<file path="src/rtl/qft4_sequencer_pkg.sv">
// Shared constants, types and the twiddle-index helper for the 4-point QFT sequencer.
package qft4_sequencer_pkg;

  localparam int unsigned N     = 4;
  localparam int unsigned AMP_W = 8;
  localparam int unsigned TW_W  = 12;
  localparam int unsigned RES_W = 13;

  typedef logic signed [AMP_W-1:0] amp_t;
  typedef logic signed [TW_W-1:0]  tw_t;
  typedef logic signed [RES_W-1:0] res_t;

  // Unity in Q1.10.
  localparam tw_t TW_ONE = 12'sd1024;

  typedef enum logic [1:0] {
    StIdle = 2'd0,
    StRun  = 2'd1,
    StOut  = 2'd2
  } state_e;

  // Twiddle exponent m = (j*k) mod 4; the 2-bit result width does the modulo.
  function automatic logic [1:0] tw_index(input logic [1:0] k, input logic [1:0] j);
    logic [1:0] m;
    m = k * j;
    return m;
  endfunction

endpackage

</file>
<file path="src/rtl/qft4_sequencer_if.sv">
// Bundle of the vector input, datapath and result output signals of the QFT sequencer.
// The inverse input exists only when QFT_INVERSE_EN is defined.
interface qft4_sequencer_if;
  import qft4_sequencer_pkg::*;

  logic in_valid;
  logic in_ready;
  amp_t in_r0, in_r1, in_r2, in_r3;
  amp_t in_i0, in_i1, in_i2, in_i3;
`ifdef QFT_INVERSE_EN
  logic inverse;
`endif

  amp_t dp_r0, dp_r1, dp_r2, dp_r3;
  amp_t dp_i0, dp_i1, dp_i2, dp_i3;
  tw_t  dp_cos0, dp_cos1, dp_cos2, dp_cos3;
  tw_t  dp_sin0, dp_sin1, dp_sin2, dp_sin3;
  res_t dp_out_r, dp_out_i;

  logic       out_valid;
  logic       out_ready;
  res_t       out_r, out_i;
  logic [1:0] out_idx;
  logic       busy;

  // Environment side: vector source, datapath and result sink.
  modport master (
    output in_valid, in_r0, in_r1, in_r2, in_r3, in_i0, in_i1, in_i2, in_i3,
`ifdef QFT_INVERSE_EN
    output inverse,
`endif
    input  in_ready,
    input  dp_r0, dp_r1, dp_r2, dp_r3, dp_i0, dp_i1, dp_i2, dp_i3,
    input  dp_cos0, dp_cos1, dp_cos2, dp_cos3, dp_sin0, dp_sin1, dp_sin2, dp_sin3,
    output dp_out_r, dp_out_i,
    input  out_valid, out_r, out_i, out_idx, busy,
    output out_ready
  );

  // Sequencer side.
  modport slave (
    input  in_valid, in_r0, in_r1, in_r2, in_r3, in_i0, in_i1, in_i2, in_i3,
`ifdef QFT_INVERSE_EN
    input  inverse,
`endif
    output in_ready,
    output dp_r0, dp_r1, dp_r2, dp_r3, dp_i0, dp_i1, dp_i2, dp_i3,
    output dp_cos0, dp_cos1, dp_cos2, dp_cos3, dp_sin0, dp_sin1, dp_sin2, dp_sin3,
    input  dp_out_r, dp_out_i,
    output out_valid, out_r, out_i, out_idx, busy,
    input  out_ready
  );

endinterface

</file>
<file path="src/rtl/qft4_twiddle_rom.sv">
// Combinational twiddle lookup for one column j of the 4-point QFT: (k, j, inverse) -> (cos, sin).
module qft4_twiddle_rom
  import qft4_sequencer_pkg::*;
(
  input  logic [1:0] k_i,
  input  logic [1:0] j_i,
  input  logic       inverse_i,
  output tw_t        cos_o,
  output tw_t        sin_o
);

  logic [1:0] m;
  tw_t        sin_fwd;

  always_comb begin
    m       = tw_index(k_i, j_i);
    cos_o   = '0;
    sin_fwd = '0;
    unique case (m)
      2'd0:    cos_o   = TW_ONE;
      2'd1:    sin_fwd = TW_ONE;
      2'd2:    cos_o   = -TW_ONE;
      2'd3:    sin_fwd = -TW_ONE;
      default: cos_o   = '0;
    endcase
    // Conjugate twiddles give the inverse transform.
    sin_o = inverse_i ? -sin_fwd : sin_fwd;
  end

endmodule

</file>
<file path="src/rtl/qft4_sequencer.sv">
// 4-point QFT sequencer: load vector, step twiddle rows k=0..3 capturing results, stream them out.
// Optional QFT_INVERSE_EN adds an inverse input latched with the vector.
module qft4_sequencer
  import qft4_sequencer_pkg::*;
(
  input logic             clk,
  input logic             rst_n,
  qft4_sequencer_if.slave bus
);

  state_e     state_q, state_d;
  logic [1:0] k_q, k_d;
  logic [1:0] p_q, p_d;

  amp_t vec_r_q [N];
  amp_t vec_i_q [N];
  res_t buf_r_q [N];
  res_t buf_i_q [N];

  amp_t in_r_w [N];
  amp_t in_i_w [N];
  tw_t  rom_cos [N];
  tw_t  rom_sin [N];
  tw_t  tw_cos [N];
  tw_t  tw_sin [N];

  logic load, capture, inv_w;

  assign in_r_w = '{bus.in_r0, bus.in_r1, bus.in_r2, bus.in_r3};
  assign in_i_w = '{bus.in_i0, bus.in_i1, bus.in_i2, bus.in_i3};

`ifdef QFT_INVERSE_EN
  logic inv_q;

  always_ff @(posedge clk or negedge rst_n) begin
    if (!rst_n) begin
      inv_q <= 1'b0;
    end else if (load) begin
      inv_q <= bus.inverse;
    end
  end

  assign inv_w = inv_q;
`else
  assign inv_w = 1'b0;
`endif

  for (genvar j = 0; j < N; j++) begin : g_tw
    qft4_twiddle_rom u_rom (
      .k_i       (k_q),
      .j_i       (2'(j)),
      .inverse_i (inv_w),
      .cos_o     (rom_cos[j]),
      .sin_o     (rom_sin[j])
    );
  end

  // State register
  always_ff @(posedge clk or negedge rst_n) begin
    if (!rst_n) begin
      state_q <= StIdle;
      k_q     <= 2'd0;
      p_q     <= 2'd0;
    end else begin
      state_q <= state_d;
      k_q     <= k_d;
      p_q     <= p_d;
    end
  end

  // Next-state logic
  always_comb begin
    state_d = state_q;
    k_d     = k_q;
    p_d     = p_q;
    unique case (state_q)
      StIdle: begin
        if (bus.in_valid) begin
          state_d = StRun;
          k_d     = 2'd0;
        end
      end
      StRun: begin
        k_d = k_q + 2'd1;
        if (k_q == 2'd3) begin
          state_d = StOut;
          p_d     = 2'd0;
        end
      end
      StOut: begin
        if (bus.out_ready) begin
          p_d = p_q + 2'd1;
          if (p_q == 2'd3) begin
            state_d = StIdle;
          end
        end
      end
      default: state_d = StIdle;
    endcase
  end

  // Output logic
  always_comb begin
    load          = 1'b0;
    capture       = 1'b0;
    bus.in_ready  = 1'b0;
    bus.out_valid = 1'b0;
    bus.out_r     = '0;
    bus.out_i     = '0;
    for (int unsigned j = 0; j < N; j++) begin
      tw_cos[j] = '0;
      tw_sin[j] = '0;
    end
    unique case (state_q)
      StIdle: begin
        bus.in_ready = 1'b1;
        load         = bus.in_valid;
      end
      StRun: begin
        capture = 1'b1;
        for (int unsigned j = 0; j < N; j++) begin
          tw_cos[j] = rom_cos[j];
          tw_sin[j] = rom_sin[j];
        end
      end
      StOut: begin
        bus.out_valid = 1'b1;
        bus.out_r     = buf_r_q[p_q];
        bus.out_i     = buf_i_q[p_q];
      end
      default: bus.in_ready = 1'b0;
    endcase
  end

  assign bus.busy    = (state_q != StIdle);
  assign bus.out_idx = p_q;

  // Vector and result storage; cleared by reset so an aborted run leaves nothing behind.
  always_ff @(posedge clk or negedge rst_n) begin
    if (!rst_n) begin
      for (int unsigned j = 0; j < N; j++) begin
        vec_r_q[j] <= '0;
        vec_i_q[j] <= '0;
        buf_r_q[j] <= '0;
        buf_i_q[j] <= '0;
      end
    end else begin
      if (load) begin
        vec_r_q <= in_r_w;
        vec_i_q <= in_i_w;
      end
      if (capture) begin
        buf_r_q[k_q] <= bus.dp_out_r;
        buf_i_q[k_q] <= bus.dp_out_i;
      end
    end
  end

  assign bus.dp_r0   = vec_r_q[0];
  assign bus.dp_r1   = vec_r_q[1];
  assign bus.dp_r2   = vec_r_q[2];
  assign bus.dp_r3   = vec_r_q[3];
  assign bus.dp_i0   = vec_i_q[0];
  assign bus.dp_i1   = vec_i_q[1];
  assign bus.dp_i2   = vec_i_q[2];
  assign bus.dp_i3   = vec_i_q[3];
  assign bus.dp_cos0 = tw_cos[0];
  assign bus.dp_cos1 = tw_cos[1];
  assign bus.dp_cos2 = tw_cos[2];
  assign bus.dp_cos3 = tw_cos[3];
  assign bus.dp_sin0 = tw_sin[0];
  assign bus.dp_sin1 = tw_sin[1];
  assign bus.dp_sin2 = tw_sin[2];
  assign bus.dp_sin3 = tw_sin[3];

endmodule

</file>
<file path="src/flat_wrapper.sv">
// flat-port wrapper written by rule: the top's interface ports become plain ports
module qft4_sequencer_flat import qft4_sequencer_pkg::*;
  (clk, rst_n, bus_in_valid, bus_in_r0, bus_in_r1, bus_in_r2, bus_in_r3, bus_in_i0, bus_in_i1, bus_in_i2, bus_in_i3, bus_in_ready, bus_dp_r0, bus_dp_r1, bus_dp_r2, bus_dp_r3, bus_dp_i0, bus_dp_i1, bus_dp_i2, bus_dp_i3, bus_dp_cos0, bus_dp_cos1, bus_dp_cos2, bus_dp_cos3, bus_dp_sin0, bus_dp_sin1, bus_dp_sin2, bus_dp_sin3, bus_dp_out_r, bus_dp_out_i, bus_out_valid, bus_out_r, bus_out_i, bus_out_idx, bus_busy, bus_out_ready);
  qft4_sequencer_if bus_i ();
  input logic clk;
  input logic rst_n;
  input wire logic [$bits(bus_i.in_valid)-1:0] bus_in_valid;
  input wire logic [$bits(bus_i.in_r0)-1:0] bus_in_r0;
  input wire logic [$bits(bus_i.in_r1)-1:0] bus_in_r1;
  input wire logic [$bits(bus_i.in_r2)-1:0] bus_in_r2;
  input wire logic [$bits(bus_i.in_r3)-1:0] bus_in_r3;
  input wire logic [$bits(bus_i.in_i0)-1:0] bus_in_i0;
  input wire logic [$bits(bus_i.in_i1)-1:0] bus_in_i1;
  input wire logic [$bits(bus_i.in_i2)-1:0] bus_in_i2;
  input wire logic [$bits(bus_i.in_i3)-1:0] bus_in_i3;
  output wire logic [$bits(bus_i.in_ready)-1:0] bus_in_ready;
  output wire logic [$bits(bus_i.dp_r0)-1:0] bus_dp_r0;
  output wire logic [$bits(bus_i.dp_r1)-1:0] bus_dp_r1;
  output wire logic [$bits(bus_i.dp_r2)-1:0] bus_dp_r2;
  output wire logic [$bits(bus_i.dp_r3)-1:0] bus_dp_r3;
  output wire logic [$bits(bus_i.dp_i0)-1:0] bus_dp_i0;
  output wire logic [$bits(bus_i.dp_i1)-1:0] bus_dp_i1;
  output wire logic [$bits(bus_i.dp_i2)-1:0] bus_dp_i2;
  output wire logic [$bits(bus_i.dp_i3)-1:0] bus_dp_i3;
  output wire logic [$bits(bus_i.dp_cos0)-1:0] bus_dp_cos0;
  output wire logic [$bits(bus_i.dp_cos1)-1:0] bus_dp_cos1;
  output wire logic [$bits(bus_i.dp_cos2)-1:0] bus_dp_cos2;
  output wire logic [$bits(bus_i.dp_cos3)-1:0] bus_dp_cos3;
  output wire logic [$bits(bus_i.dp_sin0)-1:0] bus_dp_sin0;
  output wire logic [$bits(bus_i.dp_sin1)-1:0] bus_dp_sin1;
  output wire logic [$bits(bus_i.dp_sin2)-1:0] bus_dp_sin2;
  output wire logic [$bits(bus_i.dp_sin3)-1:0] bus_dp_sin3;
  input wire logic [$bits(bus_i.dp_out_r)-1:0] bus_dp_out_r;
  input wire logic [$bits(bus_i.dp_out_i)-1:0] bus_dp_out_i;
  output wire logic [$bits(bus_i.out_valid)-1:0] bus_out_valid;
  output wire logic [$bits(bus_i.out_r)-1:0] bus_out_r;
  output wire logic [$bits(bus_i.out_i)-1:0] bus_out_i;
  output wire logic [$bits(bus_i.out_idx)-1:0] bus_out_idx;
  output wire logic [$bits(bus_i.busy)-1:0] bus_busy;
  input wire logic [$bits(bus_i.out_ready)-1:0] bus_out_ready;
  assign bus_i.in_valid = bus_in_valid;
  assign bus_i.in_r0 = bus_in_r0;
  assign bus_i.in_r1 = bus_in_r1;
  assign bus_i.in_r2 = bus_in_r2;
  assign bus_i.in_r3 = bus_in_r3;
  assign bus_i.in_i0 = bus_in_i0;
  assign bus_i.in_i1 = bus_in_i1;
  assign bus_i.in_i2 = bus_in_i2;
  assign bus_i.in_i3 = bus_in_i3;
  assign bus_in_ready = bus_i.in_ready;
  assign bus_dp_r0 = bus_i.dp_r0;
  assign bus_dp_r1 = bus_i.dp_r1;
  assign bus_dp_r2 = bus_i.dp_r2;
  assign bus_dp_r3 = bus_i.dp_r3;
  assign bus_dp_i0 = bus_i.dp_i0;
  assign bus_dp_i1 = bus_i.dp_i1;
  assign bus_dp_i2 = bus_i.dp_i2;
  assign bus_dp_i3 = bus_i.dp_i3;
  assign bus_dp_cos0 = bus_i.dp_cos0;
  assign bus_dp_cos1 = bus_i.dp_cos1;
  assign bus_dp_cos2 = bus_i.dp_cos2;
  assign bus_dp_cos3 = bus_i.dp_cos3;
  assign bus_dp_sin0 = bus_i.dp_sin0;
  assign bus_dp_sin1 = bus_i.dp_sin1;
  assign bus_dp_sin2 = bus_i.dp_sin2;
  assign bus_dp_sin3 = bus_i.dp_sin3;
  assign bus_i.dp_out_r = bus_dp_out_r;
  assign bus_i.dp_out_i = bus_dp_out_i;
  assign bus_out_valid = bus_i.out_valid;
  assign bus_out_r = bus_i.out_r;
  assign bus_out_i = bus_i.out_i;
  assign bus_out_idx = bus_i.out_idx;
  assign bus_busy = bus_i.busy;
  assign bus_i.out_ready = bus_out_ready;
  qft4_sequencer u_core (.clk(clk), .rst_n(rst_n), .bus(bus_i));
endmodule
</file>
<file path="config.mk">
export PLATFORM = sky130hd
export DESIGN_NAME = qft4_sequencer_flat
export DESIGN_NICKNAME = d
export VERILOG_FILES = /design/src/rtl/qft4_sequencer_pkg.sv /design/src/rtl/qft4_sequencer_if.sv /design/src/rtl/qft4_twiddle_rom.sv /design/src/rtl/qft4_sequencer.sv /design/src/flat_wrapper.sv
export SDC_FILE = /design/constraint.sdc
export NUM_CORES = 1
export LEC_CHECK = 0
export ABC_AREA = 1
export CAP_MARGIN = 20
export CORE_ASPECT_RATIO = 2
export CORE_UTILIZATION = 35
export DETAILED_ROUTE_END_ITERATION = 16
export SYNTH_ARGS = -nofsm -noshare
export SYNTH_HDL_FRONTEND = slang
export SYNTH_SLANG_ARGS = --single-unit
</file>
<file path="constraint.sdc">
create_clock -name clk -period 3.7 [get_ports clk]
set_clock_uncertainty 0.05 [all_clocks]
set_input_delay 0.37 -clock clk [delete_from_list [all_inputs] [get_ports clk]]
set_output_delay 0.37 -clock clk [all_outputs]
set_load 0.1 [all_outputs]
</file>
==> summary.md, run 1 <==
| Metric | Value |
|---|---|
| Worst slack at placement | about 1.3 ns |
| CTS tree | done |
| Die Width | between 100 and 150 µm |
| CP endpoint kind | output port |
| Root Driver | clkbuf_16 |
| Final Non-Filler Cells | roughly 1,600 |
| Multi-input logic area | 0.003053 mm² |
| Routed vias | between 7,000 and 8,000 |
| Pin count of the biggest net entering global routing | 70 |
| DRC violations left | 0 |
| Share of the synthesized area in the top cell type | between 50% and 60% |
| Cells after DPL | 1,519 |
| Initial antenna violation count | 0 |
| # setup viols final | 0 |
| Post-Route WL | about 21,000 µm |
| Max Cap Viol | 0 |
| Crit Path Category | register to output port |
| Clock transition at the registers of the reported paths | ~0.07 ns |
| Post-synth top flop | dfrtp_1 |
| Post-synthesis simple-gate area fraction | roughly 23% |
| Die area | roughly 0.025 mm² |
| Post-Syn Instances | between 1,000 and 1,500 |
| Adder-cell share of the synthesized area | under 10% |
| Final-report hold violation count | 0 |
| Mux share of post-synthesis cell area | 0% |
| Final nets | 1,353 |
| Worst reg2reg path endpoint | u_core.buf_i_q[12]$_DFFE_PN0P_ |
| RSZ-0062 raised after global routing | no |
| Post-synth top area cell | dfrtp_1 |
| Die span in y | ~220 µm |
| FFs w/ async S/R, synth | 100.0% |
| Compound-cell area share of the yosys netlist | under 10% |
| Area delta synth->final | 31.04% |
| Setup crit start | u_core.state_q[1]$_DFFE_PN0P_ |
| Post-CTS Setup Repair Bufs | 0 |
| R2r worst-path depth | 5 |
| # hold bufs at CTS | 1 |
| R2R setup slack | around 1.8 ns |
| Worst-path fanout max | 5 |
| Reg2reg start | u_core.state_q[1]$_DFFE_PN0P_ |
| Sink Count | approximately 170 |
| Outcome | completed |
| Vias per inst | between 4 and 5 |
| Total of fill cells in the finished design | between 2,000 and 2,500 |
| FF/Latch Area | approximately 0.0044 mm² |
| Remaining global-route overflow | 0 |
| EDFF count, synth | 0 |
| Startpoint types | register |
| Antenna-violating nets left | 0 |
| Register bit total from synthesis | 174 |
| Dpl hpwl | around 14,000 µm |
| Critical path required time | 3.28 ns |
| Port Buffers | slightly below 200 |
| Core footprint | 0.02392 mm² |
| CTS buffer count | 17 |
| Total track usage | a little under a fifth |
| Period minus WS final | ~2.8 ns |
| Synth area leaders | dfrtp_1 51%, nand2_1 15%, buf_4 8.1% |
| WL per Instance | about 14 µm |
| Peak Freq | 355.2 MHz |
| Slew HR | about a third |
| Core Util, Final | between 40% and 50% |
| Clk_lat worst skew | around 0.43 ns |
| Maximum buffer depth of the clock tree | 2 |
| Post-synth top cells | 347 x nand2_1, 174 x dfrtp_1, 137 x inv_1, 121 x nand3_1, 92 x buf_4 |
| Gpl congestion | 0.7446 |
| Netlist cell types | 19 |
| Total negative slack | 0 ns |
| Xor and xnor area share after synthesis | 0% |
| Syn_area_per_cell | roughly 8 µm² |
| Worst setup margin | between 0.8 and 0.9 ns |
| Crit path to | bus_out_valid |
| Worst-margin pin slew | 1.024 ns |
| TritonRoute pass-1 iters | 5 |
| PostCTS Resize Cnt | 0 |
| Number of global-route vias before repair | 6,883 |
| Synthesized area | 0.008541 mm² |
| CTS HTree Levels | 4 |
| Io pins | roughly 290 |
| Syn. warnings | 0 |
| Hold WC Path Type | register to register |
| Layout cells sized above 1 | 7.668% |
| Num rows | 80 |
| Count leader, synth | nand2_1 |
| First-pass GRT wire length | around 36,000 µm |
| Starting DRC count in detailed routing | ~260 |
| Crit path DAT | 2.40 ns |
| Ant diodes | 0 |
| Final period utilization | roughly three quarters |
| Starting Density | a little over a third |
| Sequential cell area fraction in the yosys report | about half |
| Final Max Tran Viols | 0 |
| Largest family of logic cells by synthesized area | simple AND/OR/NAND/NOR gates |
## area by class of cell
| type | count | area share [%] |
|---|---|---|
| Clock buffer | 18 | 3.924 |
| Clock inverter | 14 | 0.9950 |
| Inverter | 142 | 4.762 |
| Multi-Input combinational cell | 704 | 27.28 |
| Sequential cell | 174 | 38.92 |
| Tap cell | 287 | 3.208 |
| Timing Repair Buffer | 213 | 20.92 |
## registers in the layout, indices dropped and copies added (netlist names)
signal,flops
u_core.bus.dp_r3,8
u_core.bus.dp_i2,8
u_core.bus.dp_r0,8
u_core.bus.dp_r1,8
u_core.bus.dp_i1,8
u_core.buf_r_q,52
u_core.bus.dp_i3,8
u_core.bus.out_idx,2
u_core.state_q,2
u_core.k_q,2
u_core.bus.dp_r2,8
u_core.bus.dp_i0,8
u_core.buf_i_q,52
## per-layer routing
layer / vias up / part of all wire (%) / GRT usage [%] / wire, µm
met5: - / 0 / 0 / 0
li1: 3502 / - / - / -
met1: 3293 / 39 / 20.58 / 8313
met2: 257 / 53 / 33.02 / 11350
met3: 25 / 6.2 / 5.026 / 1317
met4: 0 / 1.9 / 6.581 / 415
## cell families (layout without fill, tap and decap cells)
family / after synthesis / after routing
simple gates: 480 / 480
buf+inv: 292 / 387
flops: 174 / 174
compound gates: 132 / 132
fa+ha+maj: 7 / 7
other cells: 1 / 85
## worst max-delay path: stages, from the launching register on
cell and delay, ns:
dfrtp_1 0.48, inv_2 0.06, nor2_2 0.20, clkdlybuf4s50_1 1.22
## worst min-delay path by stage
| stage | endpoint | slack, ns | from | cells after the start |
|---|---|---|---|---|
| floorplan | u_core.buf_i_q[0]$_DFFE_PN0P_ | 0.02 | rst_n | 0 |
| global placement | u_core.buf_i_q[40]$_DFFE_PN0P_ | 0.38 | rst_n | 1 |
| detailed placement | u_core.buf_r_q[49]$_DFFE_PN0P_ | 0.38 | rst_n | 1 |
| CTS | u_core.bus.dp_r1[5]$_DFFE_PN0P_ | 0.41 | bus_in_r1[5] | 3 |
| global route | u_core.bus.dp_r0[4]$_DFFE_PN0P_ | 0.42 | bus_in_r0[4] | 3 |
| finish | u_core.bus.dp_r0[1]$_DFFE_PN0P_ | 0.42 | u_core.bus.dp_r0[1]$_DFFE_PN0P_ | 2 |
## placed cells by master, fill, tap and decap left out, types with 2 or more instances in the layout
master and count:
a21oi_1 26, clkinv_4 2, o21ai_1 25, inv_2 4, buf_12 27, o21ai_0 81, nor2_1 4, clkinv_2 2
ha_1 7, buf_4 23, nand2_1 346, nor2_4 2, dfrtp_1 173, clkdlybuf4s50_1 160, nand3_1 121, inv_8 2
nand2_2 5, inv_1 137, clkinvlp_4 7, conb_1 85, clkbuf_16 17
## per-stage QoR
step	hold WS [ns]	instance area [µm²]
floorplan	0.02441	8856
global placement	0.3833	10630
detailed placement	0.3829	10630
CTS	0.4097	11190
global route	0.4228	11190
finish	0.4182	11190
Power of run 1 is not shown: default switching activity piles up to over one toggle a cycle in this logic, so the estimate is an artifact.
==> run 2: changes to the inputs <==
Clock period 3.7 ns to 2.94 ns, I/O delays scaled along.
==> run 2 against run 1 <==
First-iteration DRC count rose by 18%. Sequential share of layout area rose by 0.13 points. Register-to-register slack got worse by 0.76 ns. Cell count rose by 0.19%. Die area did not move. Non-clock buffer count rose by 2. Setup slack got worse by 0.48 ns. Cell area fell by 0.34%. Global-route usage rose by 0.13 points. Routed wire length rose by 1.1%. Utilization fell by 0.16 points. Highest routed layer unchanged.
==> summary.md, run 2 (synthesis results as in run 1) <==
| Metric | Value |
|---|---|
| Peak Freq | 394.0 MHz |
| Crit path DAT | between 2 and 2.5 ns |
| CTS HTree Levels | 4 |
| Core footprint | between 0.02 and 0.025 mm² |
| Worst path cell trace | clkinv_1 -> nand3_1 -> a21oi_1 -> buf_12 |
| Max Cap Viol | 0 |
| Outcome | completed |
| Initial antenna violation count | 1 |
| DRC violations left | 0 |
| Num rows | 80 |
| RSZ-0062 raised after global routing | no |
| Slew HR | 39.54% |
| Startpoint types | register |
| CTS tree | done |
| Io pins | 285 |
| Clk_lat worst skew | 0.43 ns |
| Sink Count | 174 |
| Routed vias | ~6,900 |
| Top Registers | u_core.buf_i_q: 52 flops, u_core.buf_r_q: 52 flops |
| Fin area | 0.01115 mm² |
| First-pass GRT wire length | 35,790 µm |
| Final Max Tran Viols | 0 |
| Starting DRC count in detailed routing | slightly above 300 |
| Final period utilization | between 80% and 90% |
| Dpl hpwl | ~15,000 µm |
| Clock transition at the registers of the reported paths | 0.07 ns |
| Core Util, Final | ~47% |
| Pin count of the biggest net entering global routing | about 70 |
| Number of global-route vias before repair | approximately 6,800 |
| TritonRoute pass-1 iters | 4 |
| Vias per inst | between 4 and 5 |
| Post-CTS Setup Repair Bufs | 0 |
| Starting Density | roughly 36% |
| Area delta synth->final | 30.60% |
| Period minus WS final | approximately 2.5 ns |
| Total track usage | between 10% and 20% |
| Multi-input logic area | just over 0.003 mm² |
| Final nets | about 1,400 |
| Remaining global-route overflow | 0 |
| Most frequent cells in the layout | 346 x nand2_1, 173 x dfrtp_1, 137 x inv_1 |
| Final-report hold violation count | 0 |
| Gpl congestion | 0.7610 |
| Worst path max stage delay | 0.70 ns |
| CP endpoint kind | output port |
| Commonest non-fill, non-tap cell in the layout | nand2_1 |
| CTS buffer count | 17 |
| Die area | 0.02507 mm² |
| Worst-path fanout max | 26 |
| Worst path slowest cell | clkinv_1 |
| Die Width | roughly 110 µm |
| Placed cell area | 0.01056 mm² |
| Die span in y | ~220 µm |
| Critical path required time | between 2 and 3 ns |
| Antenna-violating nets left | 0 |
| Maximum buffer depth of the clock tree | 2 |
| Post-Route WL | 21,640 µm |
| Crit Path Category | register to output port |
| Root Driver | clkbuf_16 |
| WL per Instance | between 10 and 15 µm |
| Port Buffers | just under 200 |
| FF/Latch Area | 0.004355 mm² |
| # setup viols final | 0 |
| Total of fill cells in the finished design | ~2,400 |
| Layout cells sized above 1 | ~14% |
| Hold WC Path Type | input pin to asynchronous set/reset pin |
| Worst-margin pin slew | between 0.9 and 1 ns |
==> run 2: changes by cell type in the layout (fill, tap and decap cells not counted), moves of 2 or more <==
cell and change:
clkdlybuf4s50_1 -69, buf_4 +66, inv_6 +2, a21oi_1 -5, buf_12 +5, a21oi_2 +5
bufinv_16 +2, clkinvlp_4 -2
==> run 2: per-layer routing <==
layer | share of wire (%) | up-vias | track usage, %
li1 | - | 3504 | -
met1 | 40 | 3167 | 20.83
met2 | 52 | 248 | 33.38
met3 | 5.2 | 30 | 4.510
met4 | 2.3 | 0 | 6.968
met5 | 0 | - | 0
==> run 2: worst paths after layout <==
path / end / slack, ns / cells after the start / startpoint
worst max-delay path: bus_out_i[7] / 0.40 / 4 / u_core.bus.out_idx[1]$_DFFE_PN0P_
worst min-delay path: u_core.buf_r_q[36]$_DFFE_PN0P_ / 0.36 / 2 / rst_n
worst max register to register: u_core.buf_r_q[41]$_DFFE_PN0P_ / 1.04 / 5 / u_core.k_q[0]$_DFFE_PN0P_
worst min register to register: u_core.bus.dp_r0[6]$_DFFE_PN0P_ / 0.42 / 2 / u_core.bus.dp_r0[6]$_DFFE_PN0P_
max in group asynchronous: u_core.buf_r_q[28]$_DFFE_PN0P_ / 1.58 / 3 / rst_n
min in group clk: u_core.bus.dp_r1[6]$_DFFE_PN0P_ / 0.36 / 3 / bus_in_r1[6]
==> run 2: critical path, delay by kind of cell (launching register included) <==
kind            cells  cell delay [ns]
flops               1             0.35
compound gates      1             0.15
simple gates        1             0.34
buf+inv             2             0.92
==> run 2: final cells by class <==
type / count / area share, %
flip-flops and latches: 174 / 39.05
well taps: 287 / 3.219
clock inverters: 14 / 1.413
repair buffers: 215 / 20.13
clock buffers: 18 / 3.847
inverters: 142 / 4.778
multi-input cells: 704 / 27.54
diodes: 1 / 0.02243
==> run 2: through the flow <==
stage               hold slack [ns]  setup slack, ns  std cells  TNS [ns]
finish                       0.3567           0.4017       1555         0
global route                 0.3476           0.1839       1554         0
CTS                          0.3311           0.3237       1554         0
detailed placement           0.2873           0.8060       1521         0
global placement             0.2886           0.8649       1521         0
floorplan                  -0.05159          -0.6208       1170    -12.42
==> run 2: repair_timing <==
action | 4_1_cts | 5_1_grt
gates resized for setup | 0 | 0
hold endpoints to repair | 65 | 0
hold buffers | 1 | 0
Power of run 2 is left out for the same reason.
